<file path="src/rtl/fifo_wr_arbiter.sv">
// Round-robin, packet-locked arbiter sharing the async FIFO write port among N_REQ requesters.
// Define FIFO_ARB_STATS_EN to add per-requester saturating accepted-word counters (stat_words).
module fifo_wr_arbiter #(
    parameter int unsigned N_REQ     = 4,
    parameter int unsigned WIDTH     = 8,
    parameter int unsigned MAX_BURST = 16
) (
    input  logic                   clk,
    input  logic                   rstp,
    input  logic [N_REQ-1:0]       req_valid,
    input  logic [N_REQ*WIDTH-1:0] req_data,
    input  logic [N_REQ-1:0]       req_last,
    output logic [N_REQ-1:0]       req_ready,
    output logic                   write,
    output logic [WIDTH-1:0]       w_data,
    input  logic                   w_full,
    output logic [N_REQ-1:0]       grant,
    output logic                   busy
`ifdef FIFO_ARB_STATS_EN
    ,
    output logic [N_REQ*32-1:0]    stat_words
`endif
);

    localparam int unsigned OW = (N_REQ > 1) ? $clog2(N_REQ) : 1;
    localparam int unsigned BW = $clog2(MAX_BURST) + 1;
    localparam logic [BW-1:0] BURST_LAST = BW'((MAX_BURST == 0) ? 0 : MAX_BURST - 1);
    localparam logic [OW:0]   N_REQ_W    = (OW + 1)'(N_REQ);
    localparam logic [OW-1:0] LAST_IDX   = OW'(N_REQ - 1);

    typedef enum logic {
        S_IDLE  = 1'b0,
        S_GRANT = 1'b1
    } state_t;

    state_t            state_q, state_d;
    logic [OW-1:0]     owner_q, owner_d;
    logic [OW-1:0]     rr_ptr_q, rr_ptr_d;
    logic [BW-1:0]     burst_cnt_q, burst_cnt_d;
    logic [N_REQ-1:0]  grant_q, grant_d;
    logic              busy_q, busy_d;

    logic [N_REQ-1:0]  rot_c;
    logic [OW-1:0]     rot_pos_c;
    logic [OW:0]       pick_sum_c;
    logic [OW-1:0]     pick_idx_c;
    logic [OW-1:0]     owner_next_c;
    logic              burst_hit_c;
    logic              accept_c;

    // Round-robin pick: rotate so rr_ptr sits at bit 0, take the lowest set bit, rotate back.
    always_comb begin
        rot_c     = N_REQ'({req_valid, req_valid} >> rr_ptr_q);
        rot_pos_c = '0;
        for (int k = int'(N_REQ) - 1; k >= 0; k--) begin
            if (rot_c[k]) begin
                rot_pos_c = OW'(k);
            end
        end
        pick_sum_c = {1'b0, rr_ptr_q} + {1'b0, rot_pos_c};
        if (pick_sum_c >= N_REQ_W) begin
            pick_sum_c = pick_sum_c - N_REQ_W;
        end
        pick_idx_c = pick_sum_c[OW-1:0];
    end

    assign owner_next_c = (owner_q == LAST_IDX) ? '0 : owner_q + OW'(1);
    assign burst_hit_c  = (MAX_BURST != 0) && (burst_cnt_q == BURST_LAST);

    // State register
    always_ff @(posedge clk) begin
        if (rstp) begin
            state_q     <= S_IDLE;
            owner_q     <= '0;
            rr_ptr_q    <= '0;
            burst_cnt_q <= '0;
            grant_q     <= '0;
            busy_q      <= 1'b0;
        end else begin
            state_q     <= state_d;
            owner_q     <= owner_d;
            rr_ptr_q    <= rr_ptr_d;
            burst_cnt_q <= burst_cnt_d;
            grant_q     <= grant_d;
            busy_q      <= busy_d;
        end
    end

    // Next state, write-port handshake and registered grant/busy targets
    always_comb begin
        state_d     = state_q;
        owner_d     = owner_q;
        rr_ptr_d    = rr_ptr_q;
        burst_cnt_d = burst_cnt_q;
        accept_c    = 1'b0;
        req_ready   = '0;

        case (state_q)
            S_IDLE: begin
                if (|req_valid) begin
                    state_d     = S_GRANT;
                    owner_d     = pick_idx_c;
                    burst_cnt_d = '0;
                end
            end
            S_GRANT: begin
                req_ready[owner_q] = ~w_full;
                accept_c           = req_valid[owner_q] & ~w_full;
                if (accept_c) begin
                    burst_cnt_d = burst_cnt_q + BW'(1);
                    if (req_last[owner_q] || burst_hit_c) begin
                        state_d  = S_IDLE;
                        rr_ptr_d = owner_next_c;
                    end
                end
            end
            default: begin
                state_d = S_IDLE;
            end
        endcase

        busy_d  = (state_d == S_GRANT);
        grant_d = '0;
        if (state_d == S_GRANT) begin
            grant_d[owner_d] = 1'b1;
        end
    end

    assign write  = accept_c;
    assign w_data = req_data[int'(owner_q) * int'(WIDTH) +: WIDTH];
    assign grant  = grant_q;
    assign busy   = busy_q;

`ifdef FIFO_ARB_STATS_EN
    logic [N_REQ-1:0][31:0] stat_q;

    // Saturating accepted-word count per requester
    always_ff @(posedge clk) begin
        if (rstp) begin
            stat_q <= '0;
        end else if (accept_c && (stat_q[owner_q] != 32'hFFFF_FFFF)) begin
            stat_q[owner_q] <= stat_q[owner_q] + 32'd1;
        end
    end

    assign stat_words = stat_q;
`endif

endmodule

</file>
<file path="config.mk">
export PLATFORM = sky130hd
export DESIGN_NAME = fifo_wr_arbiter
export DESIGN_NICKNAME = d
export VERILOG_FILES = /design/src/rtl/fifo_wr_arbiter.sv
export SDC_FILE = /design/constraint.sdc
export NUM_CORES = 1
export LEC_CHECK = 0
export CORE_MARGIN = 3
export CORE_UTILIZATION = 38
export DETAILED_ROUTE_END_ITERATION = 8
export GPL_ROUTABILITY_DRIVEN = 0
export PLACE_DENSITY_LB_ADDON = 0.15
export SYNTH_ARGS = -nofsm -noshare
export SYNTH_HDL_FRONTEND = slang
export SYNTH_SLANG_ARGS = --single-unit
</file>
<file path="constraint.sdc">
create_clock -name clk -period 3.1 [get_ports clk]
set_clock_uncertainty 0.15 [all_clocks]
set_input_delay 0.62 -clock clk [delete_from_list [all_inputs] [get_ports clk]]
set_output_delay 0.62 -clock clk [all_outputs]
set_load 0.02 [all_outputs]
</file>
* After elaboration in Yosys (flattened, before gate mapping)
Index checks and enable logic that the tools add are counted.
** Operators by class
- Multiplexer cells :: 25
- $add $sub $neg :: 4
- Shift operators :: 2
- Order comparisons :: 5
- Reduce and logical (&&, ||, !) cells :: 7
- Equality and inequality tests :: 4
- Bitwise operators :: 5
** Operator list (count)
- $shiftx 32x6->8 :: 1
- $mux 2 :: 8
- $mux 5 :: 2
- $pmux 5 s2 :: 1
- $mux 1 :: 8
- $shr 8x2->4 :: 1
- $lt 2x3->1 const B :: 2
- $add 5x1->5 const B :: 1
- $eq 5x4->1 const B :: 1
- $and 4x4->4 :: 1
- $bmux 1 s2 :: 2
- $demux 1 s2 :: 2
- $ge 2x1->1 const B :: 2
- $mux 4 :: 1
- $reduce_or 4->1 :: 1
- $add 2x2->3 :: 1
- $ge 3x3->1 const B :: 1
- $not 1->1 :: 3
- $reduce_and 3->1 :: 1
- $add 2x1->2 const B :: 1
- $eq 2x2->1 const B :: 1
- $logic_and 1x1->1 :: 2
- $ne 2x1->1 const B :: 1
- $ne 2x2->1 const B :: 1
- other kinds (6) :: 6
** Storage, ports and cells
- Output and inout port bits :: 18
- Bits in registers :: 14
- Logic and storage cells :: 57
- Bits of input ports :: 43

* Logic depth before layout (Yosys ltp)
Gate-level depths: netlist (run 1).
- Depth in word-level cells :: 14
- Mapped depth :: 9
- Mapped depth without buffers :: 9

* Least setup slack after synthesis (run 1)
OpenSTA, ideal clock, no wires.
- Path kind :: input to register
- Start :: input port req_valid[0]
- End :: register grant_q[0], in the netlist grant[0]
- Library setup time :: 0.060 ns
- Data arrival time :: 2.147 ns
- Stages on the path :: 8
- Path buffers :: 1
- Data required time :: 2.890 ns
- Slack :: 0.743 ns
- Cell sequence :: buf_4 or4_1 o211ai_1 ha_1 xnor2_1 and2_1 mux2i_1 and3b_1
** On the way
- Cells in the longest elaborated chain, start to end :: 14
- Elaborated cells between the ends (all ways) :: 25
- Classes of those cells :: add/sub (2); order compare (3); shift (1); mux (14); bitwise (2); reduce/logical (3)
** Ends and longest elaborated chain
- from (decl) :: line 10 : input logic [N_REQ-1:0] req_valid,
- $shr 8x2->4 :: line 53 : rot_c = N_REQ'({req_valid, req_valid} >> rr_ptr_q);
- $mux 2 (4 in series) :: line 56 : if (rot_c[k]) begin
- $add 2x2->3 :: line 60 : pick_sum_c = {1'b0, rr_ptr_q} + {1'b0, rot_pos_c};
- $ge 3x3->1 / $sub 2x1->2 (equally long branches) :: line 61, 62
- $mux 2 :: line 61 : if (pick_sum_c >= N_REQ_W) begin
- $mux 2 :: line 100 : if (|req_valid) begin
- $mux 2 :: line 98 : case (state_q)
- $lt 2x3->1 (not written as such) / $ge 2x1->1 (equally long branches) :: line 125 : grant_d[owner_d] = 1'b1;
- $logic_and 1x1->1 (not written as such) :: line 125
- $mux 1 (not written as such) :: line 125
- $demux 1 s2 :: line 125
- to (signal assigned) :: line 84 : grant_q <= grant_d;
- to (decl) :: line 40 : logic [N_REQ-1:0] grant_q, grant_d;
Parallel ways exist; a longest one is shown, timed or not. The select of a mux whose other input is x is not followed.
A chain may end at the register's enable or synchronous reset.

* Worst setup path after layout (run 1)
- Start :: input port req_data[25]
- End :: output port w_data[1]
** On the way
- Cells in the longest elaborated chain, start to end :: 1
** Ends and longest elaborated chain
- from (decl) :: line 11 : input logic [N_REQ*WIDTH-1:0] req_data,
- $shiftx 32x6->8 :: line 130 : assign w_data = req_data[int'(owner_q) * int'(WIDTH) +: WIDTH];
- to (decl) :: line 15 : output logic [WIDTH-1:0] w_data,
Every way passes these cells.

==> results of run 1 <==
## final timing paths
path                       start             end  slack [ns]
setup reg to reg     rr_ptr_q[0]        grant[1]        0.88
hold / removal    burst_cnt_q[4]  burst_cnt_q[4]        0.36
setup / recovery    req_data[25]       w_data[1]        0.27
hold reg to reg   burst_cnt_q[4]  burst_cnt_q[4]        0.36
## area by class of cell
class | instances | area [um^2]
multi-input combinational | 85 | 734
fill | 213 | 790
inverter | 7 | 26.3
sequential | 14 | 280
clock buffer | 4 | 36.3
tap | 30 | 37.5
timing repair buffer | 71 | 686
## tightest hold or removal path, cell delays in order (launching register included)
cell and delay, ns:
dfxtp_1 0.33, a31oi_1 0.07, nor2_1 0.07
## repair_timing
action,4_1_cts,5_1_grt
buffers inserted,0,0
endpoints found under the setup margin,0,1
gates resized for setup,0,1
## stage by stage
stage,hold WS [ns],instance area (um^2),instances
after floorplan,0.314,1070,113
after global placement,0.333,1760,207
after detailed placement,0.341,1760,207
after CTS,0.363,1800,211
after global routing,0.384,1800,211
final,0.359,1800,211
## power by group
group	switching, uW	internal (uW)	leakage, uW
Combinational	94.2	139	0.000589
Sequential	8.69	189	0.000114
Clock	57.1	71.4	0.0000210
Total	160	399	0.000724
## routing by layer
metal,GRT usage,vias up
met2,0.346,45
li1,-,548
met4,0.0583,0
met3,0.0436,6
met5,0,-
met1,0.243,520
## cell usage in the layout (no fill, tap or decap), types with 2 or more instances in the layout
master / Yosys / layout
nor2b_1: 2 / 2
mux4_2: 10 / 10
clkbuf_4: 0 / 3
inv_1: 6 / 6
o32ai_1: 2 / 2
mux2i_1: 3 / 3
and2_1: 5 / 5
clkdlybuf4s50_1: 0 / 59
nor2_1: 16 / 16
ha_1: 7 / 7
nand2_1: 5 / 5
o211ai_1: 2 / 2
a21oi_1: 7 / 7
nand2b_1: 3 / 3
o21ai_0: 2 / 2
and3b_1: 2 / 2
buf_4: 1 / 11
nor3_1: 2 / 2
dfxtp_1: 14 / 14
## synthesized netlist by cell type, drive strengths merged (2+ instances only)
master / count / area [um^2]
and2: 6 / 40.0
o21ai: 2 / 10.0
and3b: 2 / 17.5
nand2: 6 / 25.0
a21oi: 7 / 35.0
mux2i: 3 / 30.0
nand2b: 3 / 18.8
nor3: 2 / 10.0
o211ai: 3 / 27.5
nor2: 16 / 60.1
buf: 6 / 30.0
inv: 7 / 26.3
nor2b: 2 / 12.5
dfxtp: 14 / 280
ha: 7 / 87.6
mux4: 10 / 225
o32ai: 2 / 17.5
## sequential cells by signal, summed over array words and instances, names as in the netlist
signal and cells:
owner_q 2, burst_cnt_q 5, rr_ptr_q 2, busy 1, grant 4
## kinds of logic after synthesis
family,after synthesis,synth area share
XOR/XNOR,2,0.0163
AND/OR/NAND/NOR,45,0.233
adder cells (fa/ha/maj),7,0.0815
multiplexers,13,0.237
AO/OA/AOI/OAI,18,0.115
flip-flops,14,0.261
buffers and inverters,14,0.0559
==> impl_metrics.json, run 1 <==
{
  "outcome": "completed",
  "relSlewSlack": 0.758,
  "worstSetupPathType": "in2out",
  "cp_max_fo": 1,
  "ys_ff_latch": 14,
  "route.vias.total": 1119,
  "vias_per_cell": 5.30,
  "drc": 0,
  "cts_sinks": 14,
  "clkLatencyLatePin_ns": 0.28,
  "fin_crit_sh": 0.914,
  "grt_use_total": 0.199,
  "slowest_delay_ns": 0.55,
  "crit_buf_inv": 2,
  "htreeDepth": 1,
  "worstHoldPathCells": 2,
  "wl_met1_um": 1330,
  "die_height_um": 59.2,
  "syn_avg_cell_area_um2": 9.51,
  "ios": 61,
  "min_path_type": "reg2reg",
  "vdd_drop_max_v": 0.000347,
  "netlist_instances": 113,
  "routed-wl-met2_um": 1670,
  "leakage_uw": 0.000724,
  "ant_nets": 0,
  "antenna_found_initial": 0,
  "num_rows": 18,
  "fin_ws_ns": 0.268,
  "fmax_mhz": 353,
  "grt_max_degree": 14,
  "place_ws_ns": 0.0588,
  "critPathRequiredTime_ns": 2.33,
  "core_um2": 2590,
  "crit_top_cell": "clkdlybuf4s50_1",
  "yosysWarnings": 0,
  "setup_violations": 0,
  "p_per_area_nw_per_um2": 311,
  "cts_tree": "done",
  "end_kind": "output port",
  "drt-wirelength-per-cell_um": 15.7,
  "yosysSeqAreaShare": 0.261,
  "setup_tns_ns": 0,
  "routed.top_layer": "met4",
  "numPortBuffers": 60,
  "syn_area_um2": 1070,
  "period_needed_ns": 2.83,
  "dp_hpwl_um": 2840,
  "worst_pin_slew_ns": 0.363,
  "fin_nets": 232,
  "grt_pass1_wl_um": 5220,
  "drive_gt1_frac": 0.166,
  "grt_pass1_vias": 1105,
  "drv_cap": 0,
  "clock_path_buffers": 2,
  "ys_types": 38,
  "clk_root_buffer_cell": "clkbuf_4",
  "route.met3.wl_um": 269,
  "die_x_um": 59.2,
  "hold_buffers": 0,
  "finish.utilization": 0.695,
  "reg2reg_depth": 9,
  "hold_viol": 0,
  "synth-main-ff-cell": "dfxtp_1",
  "synth-edff-count": 0,
  "rsz0062_at_grt": "false",
  "drv_slew": 0,
  "crit_family": "buffers and inverters",
  "cts_inserted_buffers": 3,
  "overflow": 0,
  "clk_pin_slew_ns": 0.08,
  "cp.arrival_ns": 2.06,
  "start_util": 0.415,
  "crit_chain": "clkdlybuf4s50_1 -> mux4_2 -> clkdlybuf4s50_1",
  "dieArea_um2": 3500,
  "synth.net_count": 163,
  "total_power_uw": 559,
  "slowest_stage": "clkdlybuf4s50_1",
  "wirelength_um": 3310,
  "critical_path_depth": 3,
  "first_iter_violations": 48,
  "drt-pass1-iter-count": 4,
  "area_delta_synth_final_pct": 67.5,
  "critPathLaunchType": "input pin",
  "async_reset_ff_frac": 0,
  "diodes": 0
}
Power figures use the tool's default switching activity.
==> inputs of run 2 (changes only) <==
--- a/config.mk
+++ b/config.mk
@@ -6,7 +6,8 @@
 export NUM_CORES = 1
 export LEC_CHECK = 0
 export CORE_MARGIN = 3
-export CORE_UTILIZATION = 38
+export CORE_UTILIZATION = 39
+export CTS_BUF_LIST = sky130_fd_sc_hd__clkbuf_4 sky130_fd_sc_hd__clkbuf_8
 export DETAILED_ROUTE_END_ITERATION = 8
 export GPL_ROUTABILITY_DRIVEN = 0
 export PLACE_DENSITY_LB_ADDON = 0.15
==> impl_metrics.json, run 2 (synthesized netlist as in run 1, its figures left out) <==
{
  "regArea_um2": 280,
  "cp.arrival_ns": 2.05,
  "slowest_stage": "clkdlybuf4s50_1",
  "drt-wirelength-per-cell_um": 14.9,
  "slowest_delay_ns": 0.57,
  "cp_max_fo": 1,
  "crit_chain": "clkdlybuf4s50_1 -> mux4_2 -> clkdlybuf4s50_1",
  "area_delta_synth_final_pct": 67.3,
  "grt_pass1_vias": 1127,
  "end_kind": "output port",
  "drv_cap": 0,
  "drt-pass1-iter-count": 4,
  "fmax_mhz": 354,
  "top_register": "burst_cnt_q",
  "setup_tns_ns": 0,
  "fillers": 195,
  "largest_register_ffs": 5,
  "first_iter_violations": 35,
  "setup_violations": 0,
  "min_path_type": "reg2reg",
  "cts_sinks": 14,
  "dp_cells": 205,
  "start_util": 0.422,
  "multiInputGateArea_um2": 734,
  "clk_pin_slew_ns": 0.08,
  "clkLatencyLatePin_ns": 0.27,
  "overflow": 0,
  "crit_path_start": "req_data[27]",
  "antenna_found_initial": 0,
  "grt_use_total": 0.196,
  "diodes": 0,
  "worstSetupPathType": "in2out",
  "leakage_uw": 0.000717,
  "period_needed_ns": 2.82,
  "clk_root_buffer_cell": "clkbuf_4",
  "ios": 61,
  "critPathLaunchType": "input pin",
  "num_rows": 18,
  "route.vias.total": 1099,
  "crit_top_cell": "clkdlybuf4s50_1",
  "reg2reg_depth": 8,
  "ant_nets": 0,
  "cts_inserted_buffers": 3,
  "crit_buf_inv": 2,
  "die_x_um": 58.5,
  "final_common_cell": "clkdlybuf4s50_1",
  "fin_nets": 230,
  "hold_viol": 0,
  "worstHoldPathCells": 2,
  "clock_path_buffers": 2,
  "timing.rr.start": "rr_ptr_q[0]",
  "dpl_cell_area_um2": 1760,
  "min_from": "burst_cnt_q[2]",
  "fin_cells": 209,
  "final_cell_mix": "clkdlybuf4s50_1 (59), nor2_1 (16), dfxtp_1 (14), mux4_2 (10), buf_4 (8)",
  "outcome": "completed",
  "final_area_um2": 1800,
  "vdd_drop_max_v": 0.000298,
  "drv_slew": 0,
  "crit_family": "buffers and inverters",
  "wirelength_um": 3120,
  "critPathRequiredTime_ns": 2.33,
  "cts_tree": "done",
  "critical_path_depth": 3,
  "finish.utilization": 0.706,
  "relSlewSlack": 0.729,
  "drive_gt1_frac": 0.156,
  "fin_crit_sh": 0.911,
  "die_height_um": 58.5,
  "grt_max_degree": 14,
  "numPortBuffers": 60,
  "rsz0062_at_grt": "false",
  "worst_pin_slew_ns": 0.396,
  "drc": 0,
  "htreeDepth": 1,
  "core_um2": 2540,
  "p_per_area_nw_per_um2": 312,
  "post_cts_buffers": 0,
  "dieArea_um2": 3420,
  "vias_per_cell": 5.26,
  "grt_pass1_wl_um": 5310,
  "dp_hpwl_um": 2660
}
-- run 2: layout make-up --
cell class / count / area share
clock buffers: 4 / 0.0202
well taps: 30 / 0.0209
inverters: 7 / 0.0146
multi-input cells: 85 / 0.408
flip-flops and latches: 14 / 0.156
repair buffers: 69 / 0.380
-- run 2: worst paths after layout --
path / end / slack (ns)
setup / recovery: w_data[3] / 0.28
hold reg to reg: burst_cnt_q[2] / 0.38
setup reg to reg: grant[1] / 0.75
hold / removal: burst_cnt_q[2] / 0.38
-- run 2: worst register-to-register path, stage by stage (launching register included) --
cell and delay, ns:
dfxtp_1 0.56, nor3_1 0.12, a311oi_1 0.30, o211ai_1 0.12
ha_1 0.20, xnor2_1 0.13, and2_1 0.17, mux2i_1 0.32
and3b_1 0.22
-- run 2: stage by stage --
stage	hold slack, ns	power, uW	setup WS [ns]
5_1_grt	0.430	594	0.169
3_5_place_dp	0.364	437	0.0480
3_3_place_gp	0.339	431	0.0655
4_1_cts	0.384	565	0.0328
6_report	0.383	561	0.277
2_1_floorplan	0.314	314	0.743
-- run 2: what timing repair did --
item,CTS,global route
endpoints found under the setup margin,0,1
hold buffers,0,0
resized for setup,0,1
-- run 2: metal layers --
| metal | vias to the layer above | global-route usage | wire [um] |
|---|---|---|---|
| met5 | - | 0 | 0 |
| met2 | 41 | 0.317 | 1480 |
| li1 | 543 | - | - |
| met1 | 511 | 0.269 | 1360 |
| met4 | 0 | 0.0464 | 24 |
| met3 | 4 | 0.0395 | 252 |
-- run 2: power by group --
| group | total (uW) | leakage, uW | internal (uW) | switching (uW) |
|---|---|---|---|---|
| Combinational | 235 | 0.000582 | 140 | 94.6 |
| Clock | 129 | 0.0000210 | 71.3 | 57.8 |
| Sequential | 197 | 0.000114 | 189 | 8.45 |
| Total | 561 | 0.000717 | 400 | 161 |
